[config.mk]
export PLATFORM = sky130hd
export DESIGN_NAME = mems_dac_spi
export DESIGN_NICKNAME = d
export VERILOG_FILES = /design/src/rtl/mems_scan_pkg.sv /design/src/rtl/spi_tx_shifter.sv /design/src/rtl/mems_dac_spi.sv
export SDC_FILE = /design/constraint.sdc
export NUM_CORES = 1
export LEC_CHECK = 0
export BUFFER_PORTS_ARGS = -buffer_cell sky130_fd_sc_hd__buf_2
export CORE_MARGIN = 1.5
export CORE_UTILIZATION = 55
export DETAILED_ROUTE_END_ITERATION = 8
export HOLD_SLACK_MARGIN = 0.08
export PLACE_DENSITY_LB_ADDON = 0.12
export SYNTH_ARGS = -nofsm -noshare
export SYNTH_HDL_FRONTEND = slang
export SYNTH_SLANG_ARGS = --single-unit
[constraint.sdc]
create_clock -name clk -period 3.05 [get_ports clk]
set_clock_uncertainty 0.2 [all_clocks]
set_input_delay 0.1525 -clock clk [delete_from_list [all_inputs] [get_ports clk]]
set_output_delay 0.1525 -clock clk [all_outputs]
set_load 0.1 [all_outputs]
[src/rtl/mems_scan_pkg.sv]
// -----------------------------------------------------------------------------
// mems_scan_pkg
// Shared definitions for the MEMS scan path: DAC update FSM states, channel
// select, DAC command bytes and the 24-bit SPI frame layout.
// -----------------------------------------------------------------------------
package mems_scan_pkg;

    // SPI frame: {command[7:0], sample[15:0]}, shifted MSB first.
    localparam int DAC_FRAME_W = 24;

    // Write input register and update: channel A carries X, channel B carries Y.
    localparam logic [7:0] DAC_CMD_X = 8'h18;
    localparam logic [7:0] DAC_CMD_Y = 8'h19;

    typedef enum logic [2:0] {
        ST_IDLE,
        ST_WAIT_ROM,
        ST_SHIFT,
        ST_SETTLE,
        ST_DONE
    } dac_state_t;

    typedef enum logic {
        CH_X = 1'b0,
        CH_Y = 1'b1
    } dac_chan_t;

    // Assemble the frame for one channel; the ROM word passes through untouched.
    function automatic logic [DAC_FRAME_W-1:0] dac_frame(input dac_chan_t  ch,
                                                         input logic [15:0] word);
        return {(ch == CH_Y) ? DAC_CMD_Y : DAC_CMD_X, word};
    endfunction

endpackage

[src/rtl/spi_tx_shifter.sv]
// -----------------------------------------------------------------------------
// spi_tx_shifter
// Sends one 24-bit frame MSB first. SCLK idles high and toggles every CLK_DIV
// clk cycles; data changes only on SCLK rising edges so the DAC can sample on
// the falling edge. A frame is 48 half-periods (24 falling edges).
//
// Ports
//   clk, rst_n : system clock, asynchronous active-low reset
//   load       : one-cycle strobe; captures frame and starts shifting
//   frame      : 24-bit word to send
//   sclk       : SPI clock (registered, idles high)
//   sync_n     : frame select (registered, active low)
//   din        : serial data (registered)
//   done       : high in the last shifting cycle; the edge ending it raises
//                sclk and sync_n together
// -----------------------------------------------------------------------------
module spi_tx_shifter
    import mems_scan_pkg::*;
#(
    parameter int CLK_DIV = 4
) (
    input  logic                   clk,
    input  logic                   rst_n,
    input  logic                   load,
    input  logic [DAC_FRAME_W-1:0] frame,
    output logic                   sclk,
    output logic                   sync_n,
    output logic                   din,
    output logic                   done
);

    localparam int DIV_W  = (CLK_DIV > 1) ? $clog2(CLK_DIV) : 1;
    localparam int HALF_N = 2 * DAC_FRAME_W;

    logic                   active;
    logic [DIV_W-1:0]       div_cnt;
    logic [5:0]             half_cnt;
    logic [DAC_FRAME_W-1:0] shreg;
    logic                   half_end;

    assign half_end = active && (div_cnt == DIV_W'(CLK_DIV - 1));
    assign done     = half_end && (half_cnt == 6'(HALF_N - 1));

    // NOTE: every register here, the shift register included, takes the async
    // reset so a reset mid-frame leaves no trace of the discarded word.
    always_ff @(posedge clk or negedge rst_n) begin
        if (!rst_n) begin
            active   <= 1'b0;
            div_cnt  <= '0;
            half_cnt <= '0;
            shreg    <= '0;
            sclk     <= 1'b1;
            sync_n   <= 1'b1;
            din      <= 1'b0;
        end else if (load) begin
            // First bit is presented with sync_n falling; SCLK stays high.
            active   <= 1'b1;
            div_cnt  <= '0;
            half_cnt <= '0;
            shreg    <= {frame[DAC_FRAME_W-2:0], 1'b0};
            sclk     <= 1'b1;
            sync_n   <= 1'b0;
            din      <= frame[DAC_FRAME_W-1];
        end else if (active) begin
            // NOTE: non-blocking assignments keep every flop sampling pre-edge
            // values, so shreg and din shift in lockstep without ordering hazards.
            if (half_end) begin
                div_cnt  <= '0;
                half_cnt <= half_cnt + 6'd1;
                if (!half_cnt[0]) begin
                    // End of a high phase: falling edge, DAC samples din.
                    sclk <= 1'b0;
                end else begin
                    sclk <= 1'b1;
                    if (done) begin
                        // Final rise closes the frame.
                        active <= 1'b0;
                        sync_n <= 1'b1;
                        din    <= 1'b0;
                    end else begin
                        din   <= shreg[DAC_FRAME_W-1];
                        shreg <= {shreg[DAC_FRAME_W-2:0], 1'b0};
                    end
                end
            end else begin
                div_cnt <= div_cnt + 1'b1;
            end
        end
    end

endmodule

[src/rtl/mems_dac_spi.sv]
// -----------------------------------------------------------------------------
// mems_dac_spi
// Takes X/Y start requests from the scan arbiter, waits for the addressed ROM
// word, sends it to the dual DAC as one SPI write-and-update frame (X -> ch A,
// Y -> ch B), waits for the mirror to settle and pulses dac_finish_flag.
//
// Ports
//   clk, rst_n         : system clock, asynchronous active-low reset
//   x_start_flag       : level request for an X update (wins over Y)
//   y_start_flag       : level request for a Y update
//   x_rom_data         : X sample, valid ROM_LAT cycles after acceptance
//   y_rom_data         : Y sample, same timing
//   dac_sclk           : SPI clock, idles high
//   dac_sync_n         : SPI frame select, active low
//   dac_din            : SPI data, MSB first
//   dac_finish_flag    : one-cycle pulse when the update is complete
//   busy               : high whenever the FSM is not idle
// -----------------------------------------------------------------------------
module mems_dac_spi
    import mems_scan_pkg::*;
#(
    parameter int CLK_DIV       = 4,
    parameter int ROM_LAT       = 2,
    parameter int SETTLE_CYCLES = 100
) (
    input  logic        clk,
    input  logic        rst_n,
    input  logic        x_start_flag,
    input  logic        y_start_flag,
    input  logic [15:0] x_rom_data,
    input  logic [15:0] y_rom_data,
    output logic        dac_sclk,
    output logic        dac_sync_n,
    output logic        dac_din,
    output logic        dac_finish_flag,
    output logic        busy
);

    // One counter serves both the ROM wait and the settle wait.
    localparam int CNT_MAX = (ROM_LAT > SETTLE_CYCLES) ? ROM_LAT : SETTLE_CYCLES;
    localparam int CNT_W   = $clog2(CNT_MAX + 1);

    dac_state_t             state;
    dac_chan_t              chan;
    logic [CNT_W-1:0]       cnt;
    logic                   load;
    logic                   shift_done;
    logic [DAC_FRAME_W-1:0] frame;

    // The last WAIT_ROM cycle is when the ROM word is valid; capture it then.
    assign load  = (state == ST_WAIT_ROM) && (cnt == CNT_W'(ROM_LAT - 1));
    assign frame = dac_frame(chan, (chan == CH_Y) ? y_rom_data : x_rom_data);

    spi_tx_shifter #(
        .CLK_DIV (CLK_DIV)
    ) u_shifter (
        .clk    (clk),
        .rst_n  (rst_n),
        .load   (load),
        .frame  (frame),
        .sclk   (dac_sclk),
        .sync_n (dac_sync_n),
        .din    (dac_din),
        .done   (shift_done)
    );

    // Request FSM. Start flags are only looked at in IDLE, so a flag the
    // arbiter still holds during SHIFT/SETTLE/DONE never starts a second frame.
    always_ff @(posedge clk or negedge rst_n) begin
        if (!rst_n) begin
            state           <= ST_IDLE;
            chan            <= CH_X;
            cnt             <= '0;
            dac_finish_flag <= 1'b0;
            busy            <= 1'b0;
        end else begin
            unique case (state)
                ST_IDLE: begin
                    dac_finish_flag <= 1'b0;
                    if (x_start_flag || y_start_flag) begin
                        // X has priority; a simultaneous Y is not remembered.
                        chan  <= x_start_flag ? CH_X : CH_Y;
                        cnt   <= '0;
                        busy  <= 1'b1;
                        state <= ST_WAIT_ROM;
                    end
                end
                ST_WAIT_ROM: begin
                    if (load) begin
                        state <= ST_SHIFT;
                    end else begin
                        cnt <= cnt + 1'b1;
                    end
                end
                ST_SHIFT: begin
                    if (shift_done) begin
                        cnt   <= '0;
                        state <= ST_SETTLE;
                    end
                end
                ST_SETTLE: begin
                    if (cnt == CNT_W'(SETTLE_CYCLES - 1)) begin
                        dac_finish_flag <= 1'b1;
                        state           <= ST_DONE;
                    end else begin
                        cnt <= cnt + 1'b1;
                    end
                end
                ST_DONE: begin
                    dac_finish_flag <= 1'b0;
                    busy            <= 1'b0;
                    state           <= ST_IDLE;
                end
                default: begin
                    dac_finish_flag <= 1'b0;
                    busy            <= 1'b0;
                    state           <= ST_IDLE;
                end
            endcase
        end
    end

endmodule

# After elaboration in Yosys (flattened, before gate mapping)
# Index checks and enable logic that the tools add are counted.
# classes
reduce_logical	21
n_bitwise	2
n_eq_ne	14
n_mux	47
n_addsub	3
# op_table
op	count
$mux 24	5
$mux 7	4
$pmux 7 s4	1
$mux 1	23
$mux 6	3
$mux 16	1
$ne 2x2->1 const B	7
$mux 3	4
$pmux 3 s4	1
$reduce_and 4->1	3
$reduce_and 2->1	4
$reduce_bool 2->1	4
$add 7x1->7 const B	1
$eq 7x1->1 const B	1
$eq 7x7->1 const B	1
$add 6x1->6 const B	1
$eq 3x2->1 const B	2
$eq 6x6->1 const B	1
$mux 2	3
$reduce_and 5->1	1
$pmux 1 s2	2
$reduce_bool 4->1	1
$eq 3x1->1 const B	1
$logic_and 1x1->1	3
other kinds (8)	9
# word_totals
wordCells	99
inputBits	36
reg_bits	49
out_inout_bits	5

# Logic depth before layout (Yosys ltp)
# depth
depth_word	8
mapped_depth	8
mapped_depth_nobuf	6

# Hierarchy
# A second synthesis with hierarchy kept.
# hier_totals
hier_cells	228
hier_area_um2	2688.8
# by_module_without_submodules
module	cells_per_inst	n_inst	seq_area_each_um2	area_each_um2
spi_tx_shifter	135	1	878.3	1805.5
mems_dac_spi	93	1	325.3	883.3

# Worst setup path before layout
# Ideal clock, no wire load.
# synth_timing
kind	register to register
start	register u_shifter.div_cnt[0]
end	register u_shifter.shreg[15]
path_stages_with_launch	8
path_buffers	2
arrival_ns	1.534
setup_slack_ns	1.229
setup_ns	0.087
required_ns	2.763
period_less_slack_ns	1.821
path_cell_list	dfrtp_1 ha_1 and3_1 buf_4 a21oi_2 buf_2 a21oi_1 a22oi_1
# synth_via
elab_chain_len	5
word_cells_on_any_way	6
cone_classes	2 x eq/ne; 4 x reduce/logical
# synth_rtl
item	line	text
from (decl)	spi_tx_shifter.sv:36	logic [DIV_W-1:0] div_cnt;
from (signal assigned)	spi_tx_shifter.sv:86	div_cnt <= div_cnt + 1'b1;
$eq 2x2->1 (*)	spi_tx_shifter.sv:41	assign half_end = active && (div_cnt == DIV_W'(CLK_DIV - 1));
$logic_and 1x1->1 (*)	spi_tx_shifter.sv:41	
$logic_and 1x1->1	spi_tx_shifter.sv:42	assign done = half_end && (half_cnt == 6'(HALF_N - 1));
$ne 2x2->1 (no line)	-	
$reduce_and 4->1 (no line) (*)	-	
to (signal assigned)	spi_tx_shifter.sv:60	shreg <= {frame[DAC_FRAME_W-2:0], 1'b0};
to (signal assigned)	spi_tx_shifter.sv:82	shreg <= {shreg[DAC_FRAME_W-2:0], 1'b0};
to (decl)	spi_tx_shifter.sv:38	logic [DAC_FRAME_W-1:0] shreg;
# Mark *: on every way between the ends. The rest lies on a longest branch, timed or not.
# A chain may end at the register's enable or synchronous reset.

# Final worst setup path
# layout_timing
start	register chan
end	register u_shifter.shreg[11]
# layout_via
elab_chain_len	2
# layout_rtl
item	line	text
from (decl)	mems_dac_spi.sv:44	dac_chan_t chan;
from (signal assigned)	mems_dac_spi.sv:82	chan <= x_start_flag ? CH_X : CH_Y;
$mux 16	mems_dac_spi.sv:52	assign frame = dac_frame(chan, (chan == CH_Y) ? y_rom_data : x_rom_data);
$mux 24	spi_tx_shifter.sv:55	end else if (load) begin
# No other way between the ends.

==> impl_results.md <==
- Distinct cells, synth: 38
- Via-to-Cell Ratio: 5.52
- Total congestion overflow: 0
- WS Path Type: reg -> reg
- Status: finished, final reports clean
- Switching share of total power: 21.8%
- Max VDD drop: 0.353 mV
- Leakage: 1.42 nW
- Initial antenna violation count: 0
- RSZ-0062 raised after global routing: no
- Die width: 69.1 um
- Routed WL: 5220 um
- CP arrival: 2.20 ns
- Clock latency on the worst-skew pair: 0.31 ns
- Area after DPL: 2600 sq um
- CTS tree: yes
- Via count: 2015
- Hold wc startpoint: y_start_flag
- I/O Buffers: 40
- Final std cells w/o fill: 365
- CP required: 3.02 ns
- Ys Warns: 0
- Most frequent cells in the layout: dfrtp_1, buf_2, nand2_1
- Clock slew at reported path FFs: 0.08 ns
- Placed insts: 322
- CTS Sinks: 48
- Drt wl/cell: 14.3 um
- Hold crit path type: in -> reg
- Worst r2r src: chan
- Final HPWL DP: 2990 um
- First-pass GRT wire length: 8940 um
- Core area: 4090 sq um
- RePlAce Congestion: 0.784
- Post-synth EDFFs: 0
- Ys flop type: dfrtp_1
- Syn avg cell area: 9.92 sq um
- Pre-antenna DRT Iters: 5
- IO Pins: 41
- TNS Setup: 0 ns
- Largest net degree at the start of global routing: 49
- Post-synth net total: 282
- Initial Utilization: 58.7%
- Sequential power share: 53.4%
- Antenna Cells: 0
- Gate power share: 7.1%
- Final nets: 354
- Die Area: 4770 sq um
- Layout fillers: 303
- Grt met3 use: 4.53%
- CP top delay family: flip-flops
- Final worst path period share: 73.1%
- Worst path slowest cell: dfrtp_1
- Most common cell after layout, fill and taps aside: dfrtp_1
- Mapped Area: 2400 sq um
- Share of cells above drive strength 1: 18.7%
- CTS Buffer Depth: 2
- Die Ht: 69.1 um
- Endpoint type of the worst setup path: flip-flop
- Critical-path cell list: mux2i_1 -> dlygate4sd3_1 -> a22oi_1
- 1st-iter DRT viols: 144
- Detail Route Antenna Nets: 0
- Max Fclk: 449 MHz
- Bufs and invs on worst path: 1
- Met2 Usage GRT: 37.2%
- Cells after Synth: 242
- Slew margin rel.: 29.4%
- DRC: 0
- Fin crit period: 2.23 ns
- Grt peak-use layer: met2
- Synth async-reset ratio: 100%
- # setup viols final: 0
- Post-route cell area: 3070 sq um
- Setup crit start kind: flip-flop
- Pwr/cell area: 388 nW/um^2
- Vias in the first global route: 1929
- Worst stage delay on the critical path: 0.95 ns
- Critical path fanouts, max: 18
- Critical Path Source: chan
- Inserted Clock Buffers: 5
- Tot GR Track Use: 23.3%
- Hold Fails Final Rpt: 0
- Met1 global-route usage: 31.2%
- Max-slew violation count: 0
- Number of max-cap violations: 0
- Tightest Pin Transition: 1.06 ns
- Depth of the CTS H-tree: 2
- P&R area growth vs syn: 27.8%
- Number of synthesized register bits: 48
- Clock power share: 39.5%
- Sw Pwr: 0.259 mW
- Clk root buf: clkbuf_8
- Int Pwr: 0.932 mW
- Row count: 23
- Sequential share of the synthesized area: 50.2%
layout make-up:
class                           instances  area, sq um  area share [%]
Sequential cell                        48         1200            39.2
Multi-Input combinational cell        178         1100            35.9
Clock inverter                          3         47.5            1.55
Tap cell                               50         62.6            2.04
Clock buffer                            5         68.8            2.24
Timing Repair Buffer                   78          573            18.7
Inverter                                3         11.3           0.367
logic make-up after synthesis:
group	share of synthesized area (%)
mux	7.51
buf+inv	3.96
fa+ha+maj	2.09
compound gates	16.6
flops	50.2
xor+xnor	1.82
simple gates	17.9
metal layers:
metal | vias up | share of wire, %
li1 | 1003 | -
met5 | - | 0
met3 | 12 | 3.9
met1 | 951 | 46
met4 | 0 | 2.3
met2 | 49 | 48
path summary, 6_finish.rpt:
path,endpoint,slack (ns),cells after the start
worst min register to register,u_shifter.sclk,0.29,2
worst max register to register,u_shifter.shreg[11],0.82,3
min in group asynchronous,u_shifter.din,0.37,2
max in group asynchronous,u_shifter.shreg[10],1.63,2
worst max-delay path,u_shifter.shreg[11],0.82,3
worst min-delay path,busy,0.14,5
power by group through the flow:
stage | Clock (mW) | Sequential (mW) | Combinational (mW)
finish | 0.471 | 0.637 | 0.0842
global route | 0.511 | 0.637 | 0.0921
CTS | 0.481 | 0.637 | 0.0810
detailed placement | 0 | 0.649 | 0.0488
global placement | 0 | 0.649 | 0.0481
floorplan | 0 | 0.655 | 0.00733
cell usage after synthesis, drive strengths merged, types with 4 or more instances:
cell,n,share of area (%)
dfrtp,46,48
nand2,37,5.8
a21oi,30,6.4
mux2i,18,7.5
a22oi,16,5.0
nor2,16,2.6
buf,12,3.3
nand3,10,2.1
nor3,8,1.9
and3,7,1.8
ha,4,2.1
xnor2,4,1.5
timing repair:
action / CTS / global route
hold buffers: 35 / 0
gates resized for setup: 0 / 0
buffers inserted: 0 / 0
hold endpoints to repair: 63 / 0
tightest hold or removal path: stages:
cell	delay [ns]
buf_2	0.09
nor2_1	0.06
nor3_1	0.15
nor2_1	0.07
nor2_1	0.08
flip-flops by register name (all words and copies together), names as in the netlist, 2 cells and up:
register            count
u_shifter.shreg        23
u_shifter.div_cnt       2
cnt                     7
state                   3
u_shifter.half_cnt      6
stage by stage:
stage / worst slack [ns] / util (%) / hold slack (ns) / power (mW)
after detailed placement: 0.910 / 63.7 / 0.144 / 0.698
after global placement: 0.986 / 63.7 / 0.143 / 0.698
after CTS: 0.847 / 75.1 / 0.121 / 1.20
after floorplan: 1.23 / - / -0.343 / 0.662
after global routing: 0.653 / 75.1 / 0.200 / 1.24
final: 0.820 / 75.1 / 0.141 / 1.19
Note: power is estimated with default switching activity, not from simulation.
